## config.mk

```make
export PLATFORM = sky130hd
export DESIGN_NAME = aes_round_ctrl
export DESIGN_NICKNAME = d
export VERILOG_FILES = /design/src/rtl/aes_round_ctrl.sv
export SDC_FILE = /design/constraint.sdc
export NUM_CORES = 1
export LEC_CHECK = 0
export BUFFER_PORTS_ARGS = -buffer_cell sky130_fd_sc_hd__buf_2
export CAP_MARGIN = 20
export CORE_AREA = 3 3 302 304
export DETAILED_ROUTE_END_ITERATION = 6
export DIE_AREA = 0 0 305 307
export SYNTH_ARGS = -nofsm -noshare
export SYNTH_HDL_FRONTEND = slang
export SYNTH_SLANG_ARGS = --single-unit
```

## constraint.sdc

```tcl
create_clock -name clk -period 5.25 [get_ports clk]
set_clock_uncertainty 0.15 [all_clocks]
set_input_delay 0.2625 -clock clk [delete_from_list [all_inputs] [get_ports clk]]
set_output_delay 0.2625 -clock clk [all_outputs]
set_load 0.01 [all_outputs]
```

## src/rtl/aes_round_ctrl.sv

```systemverilog
// Iterative AES round sequencer: loads one block, walks round keys 0..NR through a
// shared combinational round datapath, then holds the ciphertext until accepted.
module aes_round_ctrl #(
  parameter int NR = 10,
  parameter int RW = 4
) (
  input  logic          clk,
  input  logic          rst_n,
  input  logic          in_valid,
  output logic          in_ready,
  input  logic [127:0]  in_data,
  output logic          key_req,
  output logic [RW-1:0] key_idx,
  input  logic          key_valid,
  input  logic [127:0]  key_data,
  output logic [127:0]  dp_state,
  output logic [127:0]  dp_key,
  output logic          dp_final,
  input  logic [127:0]  dp_result,
  output logic          out_valid,
  input  logic          out_ready,
  output logic [127:0]  out_data,
  output logic [RW-1:0] round,
  output logic          busy
);

  typedef enum logic [1:0] {IDLE, KEY, DONE} fsm_t;

  fsm_t          fsm, fsm_next;
  logic [127:0]  state_q, state_d;
  logic [RW-1:0] round_q, round_d;
  logic          last_round;

  assign last_round = (round_q == RW'(NR));

  always_ff @(posedge clk or negedge rst_n) begin
    if (!rst_n) begin
      fsm     <= IDLE;
      state_q <= '0;
      round_q <= '0;
    end else begin
      fsm     <= fsm_next;
      state_q <= state_d;
      round_q <= round_d;
    end
  end

  // Round 0 is the bare AddRoundKey; every later round takes the datapath result.
  // The counter stops at NR and only returns to 0 when the result is accepted.
  always_comb begin
    fsm_next  = fsm;
    state_d   = state_q;
    round_d   = round_q;
    in_ready  = 1'b0;
    key_req   = 1'b0;
    key_idx   = '0;
    dp_final  = 1'b0;
    out_valid = 1'b0;
    busy      = 1'b1;
    case (fsm)
      IDLE: begin
        in_ready = 1'b1;
        busy     = 1'b0;
        if (in_valid) begin
          state_d  = in_data;
          round_d  = '0;
          fsm_next = KEY;
        end
      end
      KEY: begin
        key_req  = 1'b1;
        key_idx  = round_q;
        dp_final = last_round;
        if (key_valid) begin
          state_d = (round_q == '0) ? (state_q ^ key_data) : dp_result;
          if (last_round) fsm_next = DONE;
          else            round_d  = round_q + RW'(1);
        end
      end
      DONE: begin
        out_valid = 1'b1;
        if (out_ready) begin
          fsm_next = IDLE;
          round_d  = '0;
        end
      end
      default: fsm_next = IDLE;
    endcase
  end

  assign dp_state = state_q;
  assign dp_key   = key_data;
  assign out_data = state_q;
  assign round    = round_q;

endmodule

```

==> impl_metrics.py <==
metrics = {
    "routing": {
        "wire_per_inst_um": 18.21,
        "wirelength_um": 58450,
        "via_per_inst": 3.997,
        "via_count": 12830,
        "ant_nets": 0,
        "drt_pass1_iterations": 4,
        "drc": 0,
        "drt_iter0_markers": 755,
    },
    "worst_setup_path": {
        "startpoint_type": "flop",
        "critPathKind": "reg2reg",
        "r2r_cells": 6,
        "reg2reg_to": "dp_state[102]",
        "crit_chain": "nor2b_1 -> nand2_4 -> buf_16 -> buf_12 -> o221ai_2 -> dlygate4sd3_1",
        "cp-end-kind": "flop",
        "crit_fanout": 64,
        "reg2reg_slack_ps": 1970,
        "r2r-start": "fsm[0]",
        "crit_buf_inv": 3,
        "arrival_ps": 3530,
        "cp_slowest_cell": "dfrtp_4",
        "crit_required_ps": 5510,
        "crit_family": "buffers and inverters",
        "slowest_delay_ps": 660,
    },
    "synthesis": {
        "synthTopCellsByArea": "dfrtp_1, buf_4, mux2i_1",
        "yosysWarnings": 0,
        "syn_area_sq_um": 12030,
        "synth-edff-count": 0,
        "yosys-top-cells-count": "buf_4, dfrtp_1, nor2b_1",
        "synth_top_flop_cell": "dfrtp_1",
        "synthMostInstantiatedCell": "buf_4",
        "synth_area_per_cell_sq_um": 9.250,
        "synthArstFlopShare": 1.000,
        "synth.largest_area_cell": "dfrtp_1",
        "ys_seq_area_frac": 0.2788,
        "ys_ff_latch": 134,
        "synth_top_area_frac": 0.2788,
        "ys_types": 35,
        "synth_nets": 1692,
        "synthCells": 1300,
    },
    "pwr": {
        "power_leakage_nw": 8.233,
        "fin_total_pwr_mw": 8.065,
        "power_density_nw_per_um2": 438.5,
        "ir_drop_v": 0.0002315,
    },
    "global_routing": {
        "grt_pass1_wl_um": 83150,
        "grt_pass1_vias": 12730,
        "grt_start_max_net_pins": 129,
        "globalRouteOverflowTotal": 0,
        "track_usage": 0.1185,
        "antenna_found_initial": 11,
    },
    "outcome": {
        "status": "complete, no violations",
    },
    "placed_design": {
        "hpwl_um": 42800,
        "gp_congestion": 0.8574,
        "portBuffers": 785,
    },
    "final_layout": {
        "nFillCells": 9737,
        "finish.utilization": 0.2078,
        "nets": 2417,
        "synthToLayoutAreaGrowth_pct": 52.93,
        "final_layout_size_suffix_gt1_frac": 0.4300,
    },
    "min_path": {
        "holdPathEnd": "fsm[0]",
        "holdCritStartpoint": "key_valid",
        "hold_class": "in2reg",
        "min_delay_path_depth": 3,
    },
    "floorplanning": {
        "die_y_um": 307,
        "die_w_um": 305,
        "ios": 786,
        "core_sq_um": 88510,
        "initial_core_util": 0.1359,
        "die_area_sq_um": 93640,
        "num_rows": 109,
    },
    "clock_network": {
        "clock-root-buffer": "clkbuf_16",
        "cts_tree": "done",
        "cts_resized": 0,
        "clk_latency_ps": 470,
        "cts_htree_levels": 4,
        "clock-sinks": 134,
        "clk_pin_slew_worst_paths_ps": 70,
        "cts_buffers": 17,
        "cts.path.max_buffers": 2,
    },
    "sta": {
        "worstMarginPinSlew_ps": 981.3,
        "finalCritPeriodShare": 0.6239,
        "grt_setup_unrepaired": "false",
        "max_freq_mhz": 305.3,
        "drv_slew": 0,
        "tns_ps": 0,
        "period_needed_ps": 3275,
        "hold_viol_final": 0,
        "setup_violations": 0,
        "whs_ps": 131.2,
        "maxSlewHeadroom": 0.3458,
    },
    "job": {
        "max_cap_violations": 0,
    },
}
-- flip-flops by register name, indices dropped and copies added, names as in the netlist --
name	flops
fsm	2
round	4
dp_state	128
-- cell families after synthesis --
logic type / after synthesis / share of synthesized area
compound gates: 393 / 0.2215
buf+inv: 361 / 0.2156
simple gates: 151 / 0.07939
flops: 134 / 0.2788
mux: 130 / 0.1083
xor+xnor: 128 / 0.09323
fa+ha+maj: 3 / 0.003122
-- repair_timing --
item | 4_1_cts | 5_1_grt
hold endpoints to repair | 178 | 0
hold buffers | 258 | 0
endpoints found under the setup margin | 0 | 0
buffers inserted | 0 | 0
-- layout by cell type, fill, tap and decap left out, types with 2 or more instances in the layout --
master / count
a21oi_1: 131
and2_1: 3
and3b_1: 2
buf_12: 5
buf_2: 783
buf_4: 14
buf_6: 2
bufinv_16: 6
clkbuf_16: 17
clkbuf_8: 2
clkinv_4: 2
clkinvlp_4: 2
dfrtp_1: 132
dfrtp_4: 2
diode_2: 8
dlygate4sd3_1: 258
ha_1: 3
inv_1: 4
mux2i_1: 129
nand3b_1: 2
nor2_1: 3
nor2b_1: 130
nor2b_4: 2
o211ai_1: 2
o21ai_0: 125
o21ai_1: 3
o221ai_1: 96
o221ai_2: 32
xor2_1: 128
-- worst max path at each step --
stage                     startpoint            end  slack [ps]  depth (start not counted)
after global routing          fsm[0]   dp_state[98]        1770                          6
after detailed placement      fsm[0]   dp_state[87]        2170                          4
after global placement        fsm[0]   dp_state[92]        2250                          4
final                         fsm[0]  dp_state[102]        1970                          6
after floorplan             round[0]  dp_state[100]        3360                          7
after CTS                     fsm[0]   dp_state[88]        1640                          5
-- metrics by stage --
stage | setup WS [ps] | instance area, sq um | instances
after CTS | 1639 | 18320 | 3200
final | 1975 | 18390 | 3210
after global placement | 2246 | 15060 | 2911
after global routing | 1768 | 18390 | 3209
after floorplan | 3358 | 12030 | 1300
after detailed placement | 2169 | 15060 | 2911
-- metal layers --
| layer | track usage | up-vias | share of wire |
|---|---|---|---|
| met5 | 0 | - | 0 |
| met4 | 0.06534 | 0 | 0.049 |
| met3 | 0.03079 | 104 | 0.069 |
| met2 | 0.2008 | 621 | 0.49 |
| met1 | 0.1364 | 6263 | 0.39 |
| li1 | - | 5842 | - |
-- tightest hold or removal path: stages --
cell    delay (ps)
buf_2          190
and3_1         210
nor3_1          60
-- layout make-up --
type,count,area (sq um),area share
repair buffers,1063,6756,0.3674
diodes,8,20.02,0.001089
clock inverters,11,221.5,0.01204
multi-input cells,805,6102,0.3318
clock buffers,20,456.7,0.02483
well taps,1165,1458,0.07926
inverters,4,15.01,0.0008164
flip-flops and latches,134,3361,0.1827
-- report_power, final --
group	total (mW)	switching [mW]	leakage, nW	internal [mW]
sequential	2.20	0.731	1.63	1.47
combinational	4.39	2.21	6.28	2.18
clock	1.48	0.559	0.323	0.917
total	8.06	3.50	8.23	4.57
No activity file was read; power rests on OpenSTA's default activity.
